==> src/rtl/agc_sched.sv <==
// agc_sched: round-robin automatic gain control for three RF channels.
// Each window counts magnitude hits on one channel's quantizer output and
// nudges that channel's 10-bit gain toward the programmed target band.
// Optional build macro AGC_FAST_ATTACK_EN: large errors step by 4*STEP.
module agc_sched #(
   parameter int DWELL_LOG2 = 16,
   parameter int STEP       = 4,
   parameter int PWM_INIT   = 512,
   parameter int PWM_MIN    = 0,
   parameter int PWM_MAX    = 1023
) (
   input  logic        clk,
   input  logic        reset_n,
   input  logic        enable,
   input  logic        sample_en,
   input  logic [5:0]  si,
   input  logic [7:0]  target,
   input  logic [7:0]  hyst,
   input  logic        load,
   input  logic [1:0]  load_ch,
   input  logic [9:0]  load_val,
   output logic [9:0]  pwm_ch1,
   output logic [9:0]  pwm_ch2,
   output logic [9:0]  pwm_ch3,
   output logic [1:0]  cur_ch,
   output logic        update,
   output logic [7:0]  last_frac,
   output logic [2:0]  locked
);

   localparam logic [1:0] S_IDLE   = 2'd0;
   localparam logic [1:0] S_ACCUM  = 2'd1;
   localparam logic [1:0] S_DECIDE = 2'd2;
   localparam logic [1:0] S_APPLY  = 2'd3;

   localparam int                SHIFT   = DWELL_LOG2 - 8;
   localparam logic signed [11:0] MIN_S  = 12'(PWM_MIN);
   localparam logic signed [11:0] MAX_S  = 12'(PWM_MAX);
   localparam logic signed [11:0] STEP_S = 12'(STEP);
   localparam logic [9:0]        INIT_V  = 10'(PWM_INIT);

   // Gain arithmetic is done wide and signed, then clamped into range.
   function automatic logic [9:0] clamp_gain(input logic signed [11:0] v);
      if (v < MIN_S)      return MIN_S[9:0];
      else if (v > MAX_S) return MAX_S[9:0];
      else                return v[9:0];
   endfunction

   logic [1:0]              state_q, state_d;
   logic [DWELL_LOG2-1:0]   win_q, win_d;
   logic [DWELL_LOG2:0]     mag_q, mag_d;
   logic [2:0][9:0]         pwm_q, pwm_d;
   logic [1:0]              cur_q, cur_d;
   logic                    upd_q, upd_d;
   logic [7:0]              frac_q, frac_d;
   logic [2:0]              lock_q, lock_d;
   logic [7:0]              dfrac_q, dfrac_d;
   logic signed [11:0]      delta_q, delta_d;
   logic                    dlock_q, dlock_d;

   logic                    mag_bit;
   logic [9:0]              cur_pwm;
   logic [DWELL_LOG2:0]     mag_sh;
   logic [7:0]              frac_c;
   logic [8:0]              hi_c;
   logic [7:0]              lo_c;
   logic                    has_lo, dn_c, up_c;
   logic signed [11:0]      step_c, delta_c;
`ifdef AGC_FAST_ATTACK_EN
   logic [9:0]              h3_c;
   logic [10:0]             hi_f;
   logic                    fast_dn, fast_up;
`endif

   // Select the measured channel's magnitude bit and current gain.
   always_comb begin
      mag_bit = si[0];
      cur_pwm = pwm_q[2];
      case (cur_q)
         2'd0:    begin mag_bit = si[4]; cur_pwm = pwm_q[0]; end
         2'd1:    begin mag_bit = si[2]; cur_pwm = pwm_q[1]; end
         default: begin mag_bit = si[0]; cur_pwm = pwm_q[2]; end
      endcase
   end

   // Window decision: fraction vs. target band, producing a signed gain delta.
   always_comb begin
      mag_sh = mag_q >> SHIFT;
      frac_c = (mag_sh > (DWELL_LOG2+1)'(255)) ? 8'hff : mag_sh[7:0];
      hi_c   = {1'b0, target} + {1'b0, hyst};
      has_lo = (target >= hyst);
      lo_c   = target - hyst;
      dn_c   = ({1'b0, frac_c} > hi_c);
      up_c   = has_lo && (frac_c < lo_c);
      step_c = STEP_S;
`ifdef AGC_FAST_ATTACK_EN
      // Outer band sits 3*hyst beyond the dead band; a full 8-bit frac can
      // never exceed an upper bound that saturates at 255.
      h3_c    = 10'(hyst) * 10'd3;
      hi_f    = {2'b00, hi_c} + {1'b0, h3_c};
      fast_dn = ({3'b000, frac_c} > hi_f);
      fast_up = has_lo && (h3_c <= {2'b00, lo_c}) &&
                ({2'b00, frac_c} < ({2'b00, lo_c} - h3_c));
      if ((dn_c && fast_dn) || (up_c && fast_up))
         step_c = STEP_S <<< 2;
`endif
      if (dn_c)      delta_c = -step_c;
      else if (up_c) delta_c = step_c;
      else           delta_c = '0;
   end

   // Next-state: FSM, window counters, gain/lock update and CPU force.
   always_comb begin
      state_d = state_q;
      win_d   = win_q;
      mag_d   = mag_q;
      pwm_d   = pwm_q;
      cur_d   = cur_q;
      upd_d   = 1'b0;
      frac_d  = frac_q;
      lock_d  = lock_q;
      dfrac_d = dfrac_q;
      delta_d = delta_q;
      dlock_d = dlock_q;
      case (state_q)
         S_IDLE: if (enable) state_d = S_ACCUM;
         S_ACCUM: begin
            if (!enable) begin
               state_d = S_IDLE;
               win_d   = '0;
               mag_d   = '0;
            end else if (sample_en) begin
               win_d = win_q + 1'b1;
               mag_d = mag_q + (DWELL_LOG2+1)'(mag_bit);
               if (win_q == '1) state_d = S_DECIDE;
            end
         end
         S_DECIDE: begin
            dfrac_d = frac_c;
            delta_d = delta_c;
            dlock_d = (delta_c == '0);
            state_d = S_APPLY;
         end
         default: begin
            case (cur_q)
               2'd0:    begin pwm_d[0] = clamp_gain($signed({2'b00, cur_pwm}) + delta_q); lock_d[0] = dlock_q; end
               2'd1:    begin pwm_d[1] = clamp_gain($signed({2'b00, cur_pwm}) + delta_q); lock_d[1] = dlock_q; end
               default: begin pwm_d[2] = clamp_gain($signed({2'b00, cur_pwm}) + delta_q); lock_d[2] = dlock_q; end
            endcase
            frac_d  = dfrac_q;
            upd_d   = 1'b1;
            cur_d   = (cur_q == 2'd2) ? 2'd0 : cur_q + 2'd1;
            win_d   = '0;
            mag_d   = '0;
            state_d = enable ? S_ACCUM : S_IDLE;
         end
      endcase
      // CPU force overrides any same-cycle window write on that channel.
      if (load) begin
         case (load_ch)
            2'd0:    pwm_d[0] = clamp_gain($signed({2'b00, load_val}));
            2'd1:    pwm_d[1] = clamp_gain($signed({2'b00, load_val}));
            2'd2:    pwm_d[2] = clamp_gain($signed({2'b00, load_val}));
            default: ;
         endcase
      end
   end

   // State registers with synchronous active-low reset.
   always_ff @(posedge clk) begin
      if (!reset_n) begin
         state_q <= S_IDLE;
         win_q   <= '0;
         mag_q   <= '0;
         pwm_q   <= {3{INIT_V}};
         cur_q   <= 2'd0;
         upd_q   <= 1'b0;
         frac_q  <= 8'd0;
         lock_q  <= 3'b000;
         dfrac_q <= 8'd0;
         delta_q <= '0;
         dlock_q <= 1'b0;
      end else begin
         state_q <= state_d;
         win_q   <= win_d;
         mag_q   <= mag_d;
         pwm_q   <= pwm_d;
         cur_q   <= cur_d;
         upd_q   <= upd_d;
         frac_q  <= frac_d;
         lock_q  <= lock_d;
         dfrac_q <= dfrac_d;
         delta_q <= delta_d;
         dlock_q <= dlock_d;
      end
   end

   assign pwm_ch1   = pwm_q[0];
   assign pwm_ch2   = pwm_q[1];
   assign pwm_ch3   = pwm_q[2];
   assign cur_ch    = cur_q;
   assign update    = upd_q;
   assign last_frac = frac_q;
   assign locked    = lock_q;

endmodule

==> config.mk <==
export PLATFORM = sky130hd
export DESIGN_NAME = agc_sched
export DESIGN_NICKNAME = d
export VERILOG_FILES = /design/src/rtl/agc_sched.sv
export SDC_FILE = /design/constraint.sdc
export NUM_CORES = 1
export LEC_CHECK = 0
export CORE_MARGIN = 5
export CORE_UTILIZATION = 59
export DETAILED_ROUTE_END_ITERATION = 16
export GPL_TIMING_DRIVEN = 0
export PLACE_DENSITY_LB_ADDON = 0.12
export SETUP_SLACK_MARGIN = 0.4
export SLEW_MARGIN = 10
export SYNTH_ARGS = -nofsm -noshare
export SYNTH_HDL_FRONTEND = slang
export SYNTH_SLANG_ARGS = --single-unit
==> constraint.sdc <==
create_clock -name clk -period 8.72 [get_ports clk]
set_clock_uncertainty 0.05 [all_clocks]
set_input_delay 1.744 -clock clk [delete_from_list [all_inputs] [get_ports clk]]
set_output_delay 1.744 -clock clk [all_outputs]
set_load 0.05 [all_outputs]
==> results of run 1 <==
[stage by stage]
| step | hold WS, ns | setup slack, ns | power, mW | utilization | cell area [sq um] |
|---|---|---|---|---|---|
| floorplan | 0.3822 | 4.361 | 0.5254 | - | 5639 |
| finish | 0.4034 | 3.667 | 0.8562 | 0.7297 | 6774 |
| CTS | 0.4088 | 3.707 | 0.8590 | 0.7297 | 6774 |
| detailed placement | 0.3967 | 3.347 | 0.5757 | 0.7078 | 6571 |
| global placement | 0.3957 | 3.417 | 0.5707 | 0.7078 | 6571 |
| global route | 0.4264 | 3.470 | 0.8915 | 0.7297 | 6774 |
[cells in the final DEF (no fill, tap or decap), types with 22 or more instances in the layout]
master	count
ha_1	44
a21oi_1	42
xor2_1	22
clkdlybuf4s50_1	77
nor2_1	67
o21ai_0	32
inv_1	24
clkbuf_1	27
nand4_1	28
dfxtp_1	90
nand3_1	24
nand2_1	81
[where the power goes]
part | switching, mW | internal, mW | leakage (nW)
sequential | 0.00472 | 0.416 | 0.727
combinational | 0.0861 | 0.0602 | 1.70
clock | 0.142 | 0.147 | 0.101
[metal layers]
| layer | part of all wire | wire, um | up-vias | track usage |
|---|---|---|---|---|
| li1 | - | - | 2610 | - |
| met2 | 0.49 | 7347 | 229 | 0.4591 |
| met3 | 0.069 | 1031 | 50 | 0.04859 |
| met1 | 0.40 | 6027 | 2507 | 0.3011 |
| met4 | 0.036 | 545 | 0 | 0.1118 |
| met5 | 0 | 0 | - | 0 |
[registers in the layout, summed over array words and instances (netlist names), 3 cells and up]
| name | flops |
|---|---|
| last_frac | 8 |
| pwm_ch1 | 10 |
| pwm_ch2 | 10 |
| win_q | 16 |
| dfrac_q | 8 |
| locked | 3 |
| pwm_ch3 | 10 |
| mag_q | 17 |
[worst max-delay path: stages]
cell and delay [ns]:
clkdlybuf4s50_1 0.48, inv_1 0.05, ha_1 0.25, clkbuf_1 0.17, nand2b_1 0.19, a221oi_1 0.37, nor2_1 0.07, nor2_1 0.09
nor2_1 0.06, xnor2_1 0.14, ha_1 0.33, a211o_1 0.29, o221ai_1 0.20, a21oi_1 0.09, o221ai_1 0.32, o311ai_1 0.22
o211a_1 0.17
[how the worst max path moves through the flow]
| stage | to | slack [ns] | cells after the start |
|---|---|---|---|
| after floorplan | delta_q[2]$_SDFFE_PN0P_ | 4.36 | 16 |
| after global placement | delta_q[2]$_SDFFE_PN0P_ | 3.42 | 17 |
| after detailed placement | delta_q[2]$_SDFFE_PN0P_ | 3.35 | 17 |
| after CTS | delta_q[2]$_SDFFE_PN0P_ | 3.71 | 17 |
| after global routing | delta_q[2]$_SDFFE_PN0P_ | 3.47 | 17 |
| final | delta_q[2]$_SDFFE_PN0P_ | 3.67 | 17 |
[cells by family after synthesis]
logic type | Yosys count
buf+inv | 63
fa+ha+maj | 47
flops | 90
mux | 15
xor+xnor | 37
simple gates | 258
compound gates | 168
[cell type report]
type / count / area, sq um / area share
multi-input combinational: 525 / 3572 / 0.5273
sequential: 90 / 1802 / 0.2660
timing repair buffer: 77 / 770.7 / 0.1138
buffer: 38 / 171.4 / 0.02530
tap: 129 / 161.4 / 0.02383
clock buffer: 11 / 151.4 / 0.02235
inverter: 25 / 93.84 / 0.01385
clock inverter: 4 / 51.30 / 0.007573
==> key figures, run 1 <==
Clocking
  • Postcts setup bufs: 0
  • Clk_lat worst skew: 0.35 ns
  • H-tree levels: 3
  • CTS tree: built
  • CTS max path bufs: 2
  • Resize count post-CTS: 0
  • Total CTS buffers: 9
  • Sink Count: 90
  • Clock root buffer: clkbuf_8
  • Clock-pin slew on the worst setup and hold paths: 0.08 ns
  • CTS Hold Bufs: 0

Yosys
  • Mapped Nets: 764
  • Ys async rst share: 0
  • Synth area leaders: dfxtp_1 32%, ha_1 9.8%, nand2_1 5.4%
  • Mapped Cells: 678
  • Main combinational cell family by area after synthesis: simple AND/OR/NAND/NOR gates
  • Post-Synth Simple-Gate Area: 0.2223
  • Adder-Cell Fraction of Synth Area: 0.1083
  • Warnings, synthesis: 0
  • Syn Area/Cell: 8.317 sq um
  • Number of synthesized flops with an enable pin: 0
  • Mux cell area share after synthesis: 0.02663
  • Synthesis-stage register bit count: 90
  • Seq/Total Area, Yosys: 0.3195
  • Top_reg_cell synth: dfxtp_1
  • Syn Std Cell Area: 0.005639 sq mm
  • XOR/XNOR Fraction of Synth Area: 0.05747
  • Most common cell in the netlist: dfxtp_1
  • Synth cell types: 66
  • Compound-Gate Fraction of Synth Area: 0.2188
  • Post-synth top cells: 90 x dfxtp_1, 81 x nand2_1, 67 x nor2_1
  • Dominant cell type by area after synthesis: dfxtp_1
  • Top cell type's share of synthesized area: 0.3195

Route
  • Via count: 5396
  • DRC errors left: 0
  • ANT nets after route: 0
  • WL/cell: 16.63 um
  • Drt total wl: 14950 um
  • Iter 0 DRT Violations: 369
  • Number of vias per cell: 6.002
  • 1st-pass router iterations: 5

Floorplanning
  • IO Pins: 83
  • Total core area: 0.009284 sq mm
  • Die X: 107.8 um
  • Die footprint: 0.01161 sq mm
  • Rows: 35
  • Starting Density: 0.6074
  • Chip height: 107.8 um

Power
  • Power density cells: 126.4 mW/mm^2
  • Worst VDD drop: 87.20 uV
  • LEAKAGE: 2.526 nW

Critical path
  • Worst Setup Start Kind: primary input
  • Reg2reg path depth: 12
  • Critical-path maximum fanout: 7
  • Reg-to-Reg End: pwm_ch2[8]$_SDFF_PN0_
  • Worst endpoint required time: 8.91 ns
  • RR Startpoint: cur_ch[1]$_SDFFE_PN0P_
  • Critical Path Sink Type: flip-flop
  • R2R setup slack: 4.94 ns
  • Critical path class: in2reg
  • CP startpoint: hyst[2]
  • Data arrival, critical path: 5.24 ns

Layout
  • Fill count: 720
  • Layout cells sized above 1: 0.08701
  • Nets: 852
  • Ant diodes: 0
  • Non-Filler Instances: 899
  • Layout area overhead: 20.12%

Timing
  • Max Freq: 197.9 MHz
  • Slew Viols, Final: 0
  • Worst-Margin Slew: 0.7990 ns
  • Post-route setup TNS: 0 ns
  • Final Cycle Share: 0.5795
  • Final setup violation count: 0
  • Min cycle time layout: 5.053 ns
  • RSZ-0062 raised after global routing: no
  • Hold Fails Final Rpt: 0
  • Max_slew headroom: 0.4666

Global route
  • Global-route wire length before repair: 24480 um
  • Tot GR Track Use: 0.2585
  • Antenna violations before repair: 0
  • Largest net degree at the start of global routing: 16
  • Number of global-route vias before repair: 5319
  • Total gr overflow: 0

Place
  • Post-DP HPWL: 11650 um
  • Port Buffers: 77
  • Placer Congestion: 0.9330
  • Placed Instances: 884

Hold path
  • Worst Min Path Start: dfrac_q[4]$_SDFFE_PN0P_
  • Hold crit path type: reg2reg
  • Hold EP: last_frac[4]$_SDFFE_PN0P_
  • Hold depth: 2

Run
  • Max-cap viol count: 0

Run status
  • Status: completed
(Power assumes the default switching activity.)
==> run 2, diff against run 1 <==
CORE_UTILIZATION = 50   (was 59)
clock period = 4.5 ns   (was 8.72 ns; I/O delays follow)
==> run 2 against run 1 <==
- critical path depth did not move
- final cell count rose by 1.3%
- non-clock buffer count is the same
- first-iteration DRC count shrank 15%
- global-route usage shrank 3.5 points
- power is 110% higher
- largest power group unchanged
- clock power grew to 2.5 times the previous value
==> key figures, run 2 (synthesis results as in run 1) <==
Clocking
  • H-tree levels: 3
  • Sink Count: 90
  • Clk_lat worst skew: 0.35 ns
  • Total CTS buffers: 9
  • Clock-pin slew on the worst setup and hold paths: 0.07 ns
  • Clock root buffer: clkbuf_16
  • CTS Hold Bufs: 0
  • CTS max path bufs: 2
  • CTS tree: built

Floorplanning
  • Die footprint: 0.01350 sq mm
  • Die X: 116.2 um
  • Chip height: 116.2 um
  • Total core area: 0.01094 sq mm
  • Starting Density: 0.5157
  • Rows: 38
  • IO Pins: 83

Power
  • Total Power: 1.832 mW
  • LEAKAGE: 2.571 nW
  • Power density cells: 265.7 mW/mm^2
  • Worst VDD drop: 281.1 uV

Route
  • WL/cell: 16.13 um
  • DR top layer: met4
  • Met3 WL: 730 um
  • ANT nets after route: 0
  • DRC errors left: 0
  • Met2 Wirelength: 7351 um
  • Wire length on met1: 6299 um
  • Via count: 5279
  • Drt total wl: 14690 um
  • Number of vias per cell: 5.795
  • 1st-pass router iterations: 5
  • Iter 0 DRT Violations: 312

Layout
  • Reg area: 0.001802 sq mm
  • Layout cells sized above 1: 0.09209
  • Most frequent cells in the layout: 90 x dfxtp_1, 81 x nand2_1, 77 x clkdlybuf4s50_1
  • Max FFs per register: 17
  • Fill count: 989
  • Nets: 852
  • Area occupied by multi-input gates: 0.003592 sq mm
  • Regs by FF count: mag_q: 17 flops, win_q: 16 flops
  • Commonest non-fill, non-tap cell in the layout: dfxtp_1
  • Ant diodes: 0
  • Layout area overhead: 22.23%
  • Util after Layout: 0.6303
  • Top reg by flops: mag_q

Timing
  • Max_slew headroom: 0.5091
  • Min cycle time layout: 3.848 ns
  • Post-route setup TNS: 0 ns
  • Hold Fails Final Rpt: 0
  • Final setup violation count: 0
  • Final Cycle Share: 0.8551
  • Worst-Margin Slew: 0.7353 ns
  • RSZ-0062 raised after global routing: no
  • Hold slack: 0.4035 ns
  • Max Freq: 259.9 MHz
  • Final setup margin: 0.6519 ns
  • Slew Viols, Final: 0

Global route
  • Number of global-route vias before repair: 5285
  • Largest net degree at the start of global routing: 17
  • Global-route wire length before repair: 24450 um
  • Tot GR Track Use: 0.2238
  • Antenna violations before repair: 0
  • Total gr overflow: 0

Critical path
  • Critical path class: in2reg
  • Data arrival, critical path: 4.05 ns
  • R2R setup slack: 1.00 ns
  • Critical Path Sink Type: flip-flop
  • Critical-path maximum fanout: 7
  • Worst endpoint required time: 4.70 ns
  • Worst Setup Start Kind: primary input

Place
  • Port Buffers: 77
  • Dpl ws: 0.02404 ns
  • Placer Congestion: 0.8420
  • Post-DP HPWL: 11740 um

Hold path
  • Hold crit path type: reg2reg

Run status
  • Status: completed

Run
  • Max-cap viol count: 0
[run 2: final timing paths]
path	startpoint	end	cells after the start
min	dfrac_q[0]$_SDFFE_PN0P_	last_frac[0]$_SDFFE_PN0P_	2
max	hyst[2]	delta_q[2]$_SDFFE_PN0P_	17
min reg2reg	dfrac_q[0]$_SDFFE_PN0P_	last_frac[0]$_SDFFE_PN0P_	2
max reg2reg	cur_ch[0]$_SDFFE_PN0P_	pwm_ch2[9]$_SDFF_PN1_	13
[run 2: metrics by stage]
step / cells / cell area, sq um
floorplan: 678 / 5639
global placement: 895 / 6585
detailed placement: 895 / 6585
CTS: 911 / 6878
global route: 911 / 6893
finish: 911 / 6893
[run 2: power breakdown]
group	switching [mW]	internal (mW)	leakage (nW)
sequential	0.00928	0.807	0.727
clock	0.334	0.399	0.142
combinational	0.166	0.117	1.70
[run 2: critical path, cell delays in order]
cell	delay [ns]
clkdlybuf4s50_1	0.48
inv_1	0.05
ha_1	0.26
clkbuf_2	0.17
nand2b_1	0.19
a221oi_2	0.29
nor2_1	0.07
nor2_1	0.08
nor2_1	0.05
xnor2_1	0.17
ha_1	0.28
a211o_1	0.28
o221ai_1	0.17
a21oi_1	0.09
o221ai_2	0.20
o311ai_2	0.16
o211a_1	0.15
[run 2: what timing repair did]
item,in CTS,in global routing
hold endpoints to repair,0,0
endpoints found under the setup margin,1,2
buffers inserted,0,0
pin swaps,0,2
resized for setup,1,4
[run 2: layout make-up]
class                           count  share of cell area
Clock buffer                       11             0.03522
Clock inverter                      5            0.006353
Tap cell                          140             0.02541
Sequential cell                    90              0.2614
Inverter                           25             0.01361
Multi-Input combinational cell    525              0.5211
Buffer                             38             0.02505
Timing Repair Buffer               77              0.1118
[run 2: routing by layer]
layer  track usage  up-vias
li1              -     2619
met1        0.2622     2499
met2        0.4054      141
met3       0.04663       20
met4       0.07579        0
met5             0        -
